**src/rtl/imem_port_arbiter.sv**
```systemverilog
// imem_port_arbiter: shares one single-port sync instruction RAM between the fetch
// stage and a loader/debug port; loader wins except when its burst limit is reached.
module imem_port_arbiter #(
   parameter int ADDR_W   = 6,
   parameter int DATA_W   = 32,
   parameter int LD_BURST = 4
) (
   input  logic              clk,
   input  logic              reset,
   input  logic              fetch_req,
   input  logic [31:0]       fetch_pc,
   output logic              fetch_stall,
   output logic              fetch_valid,
   output logic [DATA_W-1:0] fetch_instr,
   output logic              fetch_err,
   input  logic              ld_req,
   input  logic              ld_we,
   input  logic [ADDR_W-1:0] ld_addr,
   input  logic [DATA_W-1:0] ld_wdata,
   output logic              ld_gnt,
   output logic              ld_rvalid,
   output logic [DATA_W-1:0] ld_rdata,
   output logic              mem_en,
   output logic              mem_we,
   output logic [ADDR_W-1:0] mem_addr,
   output logic [DATA_W-1:0] mem_wdata,
   input  logic [DATA_W-1:0] mem_rdata
);
   localparam int BW = $clog2(LD_BURST + 1);
   typedef enum logic [1:0] {NONE, FETCH, FETCH_OOR, LD_RD} rsp_t;
   rsp_t rsp_q, rsp_d;
   logic [BW-1:0] burst_q, burst_d;
   logic mis_q, mis_d, fetch_gnt, oor, burst_full;
   always_comb begin
      oor = |fetch_pc[31:ADDR_W+2];
      burst_full = (burst_q == BW'(LD_BURST));
      fetch_gnt = ~reset & fetch_req & (~ld_req | burst_full);
      ld_gnt = ~reset & ld_req & ~fetch_gnt;
      fetch_stall = ~reset & fetch_req & ~fetch_gnt;
      // an out-of-range fetch still consumes its grant but never touches the RAM
      mem_en = ld_gnt | (fetch_gnt & ~oor);
      mem_we = ld_gnt & ld_we;
      mem_addr = fetch_gnt ? fetch_pc[ADDR_W+1:2] : ld_gnt ? ld_addr : '0;
      mem_wdata = ld_gnt ? ld_wdata : '0;
      burst_d = (~fetch_req | fetch_gnt) ? '0 : (ld_gnt & ~burst_full) ? burst_q + 1'b1 : burst_q;
      rsp_d = fetch_gnt ? (oor ? FETCH_OOR : FETCH) : (ld_gnt & ~ld_we) ? LD_RD : NONE;
      mis_d = fetch_gnt & (|fetch_pc[1:0]);
      fetch_valid = (rsp_q == FETCH) | (rsp_q == FETCH_OOR);
      fetch_instr = (rsp_q == FETCH) ? mem_rdata : '0;
      fetch_err = (rsp_q == FETCH_OOR) | ((rsp_q == FETCH) & mis_q);
      ld_rvalid = (rsp_q == LD_RD);
      ld_rdata = ld_rvalid ? mem_rdata : '0;
   end
   always_ff @(posedge clk or posedge reset) begin
      if (reset) begin
         rsp_q   <= NONE;
         burst_q <= '0;
         mis_q   <= 1'b0;
      end else begin
         rsp_q   <= rsp_d;
         burst_q <= burst_d;
         mis_q   <= mis_d;
      end
   end
endmodule
```
**config.mk**
```make
export PLATFORM = sky130hd
export DESIGN_NAME = imem_port_arbiter
export DESIGN_NICKNAME = d
export VERILOG_FILES = /design/src/rtl/imem_port_arbiter.sv
export SDC_FILE = /design/constraint.sdc
export NUM_CORES = 1
export LEC_CHECK = 0
export ABC_CLOCK_PERIOD_IN_PS = 3990
export BUFFER_PORTS_ARGS = -buffer_cell sky130_fd_sc_hd__buf_4
export CORE_AREA = 3 3 83 85
export CTS_BUF_LIST = sky130_fd_sc_hd__clkbuf_8 sky130_fd_sc_hd__clkbuf_16
export CTS_CLUSTER_DIAMETER = 200
export DETAILED_ROUTE_END_ITERATION = 12
export DIE_AREA = 0 0 86 88
export GPL_TIMING_DRIVEN = 0
export SETUP_SLACK_MARGIN = 0.5
export SLEW_MARGIN = 5
export SYNTH_ARGS = -nofsm -noshare
export SYNTH_HDL_FRONTEND = slang
export SYNTH_SLANG_ARGS = --single-unit
```
**constraint.sdc**
```tcl
create_clock -name clk -period 3.99 [get_ports clk]
set_input_delay 0.5985 -clock clk [delete_from_list [all_inputs] [get_ports clk]]
set_output_delay 0.5985 -clock clk [all_outputs]
set_load 0.03 [all_outputs]
```
==> out/results.tsv <==
metric	value	unit
grtUsageTotal	15.2	%
wl_per_cell	14.3	um
drt_wl_total	6560	um
area_growth	152	%
fin_setup_tns	0	ns
wl_met2	3540	um
syn_area	0.00115	mm^2
core	0.00628	mm^2
run_status	finished, final reports clean	
max_stage_delay	0.50	ns
grt_pass1_vias	1862	
via_per_inst	4.08	
crit_chain	buf_4, or4_1, nor2_1, nand3_1, o31ai_1, buf_4	
drc	0	
yosys_warnings	0	
die_h	88	um
cts_tree	done	
drtAntennaViolNets	0	
cpMaxStageDelayCell	or4_1	
path_class	in2out	
synth_fp_nets	277	
crit_arrival	1.94	ns
io_buffers	215	
cpMostUsedCell	buf_4	
pin_count	216	
fin_nets	497	
period_minus_slack	2.54	ns
hp-class	in2async	
grt_pass1_wl	9160	um
maxSlewViolCount	0	
synth-seq-cells	6	
wl_met1	2100	um
rows	29	
cts_max_path_buffers	2	
numCtsBuffers	3	
diodes	0	
rsz0062_at_grt	no	
synth_edf_count	0	
max_freq	393	MHz
grt_max_degree	11	
worst_pin_slew	0.381	ns
clock_sinks	6	
drive_gt1_share	58.0	%
maxUsedRoutingLayer	met4	
grt_remaining_overflow	0	
htree_num_levels	1	
powerDensity	142	mW/mm^2
ys_types	25	
syn_area_per_cell	6.98	um^2
vdd_drop_max	86.3	uV
post-route-period-util	63.7	%
power	0.413	mW
clk_latency	0.22	ns
cp_top_family	simple AND/OR/NAND/NOR gates	
clockRootBuffer	clkbuf_8	
synth-main-ff-cell	dfrtp_1	
dieArea	0.00757	mm^2
cp-end-kind	output port	
antenna_found_initial	0	
max-cap-violations	0	
hpwl	6150	um
synthArstFlopShare	100	%
die_w	86	um
critPathMaxFanout	3	
syn_inst	165	
drt_iter0_markers	41	
clk_pin_slew	0.04	ns
slew_headroom	74.5	%
post_cts_resized	0	
required	3.39	ns
place_congestion	0.843	
startpoint_type	primary input	
via_count	1879	
dr_wl_met3	868	um
leakagePower	1.65	nW
first_pass_iters	4	
setup_viol	0	
crit_buf_inv	2	
hold_buffers	0	
postCtsSetupBuffers	0	
start_util	18.4	%
fin_worst_skew	0.00411	ns
synth-seq-area-share	13.0	%
hold_viol	0	
-- cell usage after synthesis (2+ instances only) --
master    instances  area share (%)
nand3_1           3             1.3
nand2_1           7             2.3
inv_1             6             2.0
and2_1           97              53
dfrtp_1           6              13
a22o_1            6             4.6
ha_1              5             5.4
clkbuf_1         11             3.6
o21ai_0           2            0.87
nor2_1            3            0.98
o31ai_1           2             1.3
or4_1             2             1.3
nor4_1            2             1.1
nand2b_1          2             1.1
-- power by group --
part | internal, mW | switching (mW) | total (mW) | leakage (nW)
Clock | 0.0648 | 0.0253 | 0.0900 | 0.0216
Combinational | 0.129 | 0.128 | 0.257 | 1.55
Sequential | 0.0641 | 0.00233 | 0.0665 | 0.0807
-- placed cells by master (no fill, tap or decap) --
cell         n
buf_4      215
and2_1      97
clkbuf_1    11
nand2_1      7
inv_1        6
a22o_1       6
dfrtp_1      6
ha_1         5
nand3_1      3
nor2_1       3
clkbuf_8     3
nand2b_1     2
o21ai_0      2
or4_1        2
nor4_1       2
o31ai_1      2
nor2b_1      1
and3_1       1
a21oi_1      1
a31oi_1      1
inv_2        1
nor4_4       1
nor4_2       1
a21boi_2     1
a2bb2oi_1    1
a21bo_1      1
a21o_1       1
-- registers in the layout (all words and copies together), names as in the netlist --
register and count:
burst_q 3, rsp_q 2, mis_q 1
-- stage by stage --
step           setup slack, ns  cell area [um^2]  hold slack [ns]  cells  utilization [%]
6_report                  1.45              2900            0.316    460             46.3
5_1_grt                   1.30              2900            0.340    460             46.3
4_1_cts                   1.43              2900            0.320    460             46.3
3_5_place_dp              1.44              2860            0.506    457             45.6
3_3_place_gp              1.42              2860            0.503    457             45.6
2_1_floorplan             1.27              1150            0.398    165                -
-- final timing paths --
path / start / to / cells past startpoint / slack, ns
max: fetch_pc[25] / mem_en / 6 / 1.45
min: reset / burst_q[2]$_DFFE_PP0P_ / 2 / 0.32
max reg2reg: burst_q[0]$_DFFE_PP0P_ / rsp_q[1]$_DFF_PP0_ / 6 / 2.52
min reg2reg: burst_q[2]$_DFFE_PP0P_ / burst_q[2]$_DFFE_PP0P_ / 1 / 0.52
max in group asynchronous: reset / rsp_q[0]$_DFF_PP0_ / 2 / 3.47
min in group clk: burst_q[2]$_DFFE_PP0P_ / burst_q[2]$_DFFE_PP0P_ / 1 / 0.52
-- layer usage --
layer  global-route usage [%]  vias up
met5                        0        -
met4                     3.02        0
met3                     4.80        4
met2                     29.9      128
met1                     15.8      786
li1                         -      961
-- layout make-up --
cell class	instances	area, um^2
inverters	7	26.3
plain buffers	11	41.3
multi-input cells	141	935
repair buffers	215	1610
flip-flops and latches	6	150
fillers	671	3370
clock buffers	3	41.3
well taps	77	96.3
-- cells by family after synthesis --
family	after synthesis	share of synthesized area, %
flip-flops	6	13.0
AND/OR/NAND/NOR	120	64.7
buffers and inverters	18	5.86
adder cells (fa/ha/maj)	5	5.43
AO/OA/AOI/OAI	16	11.0
No activity file was read; power rests on OpenSTA's default activity.
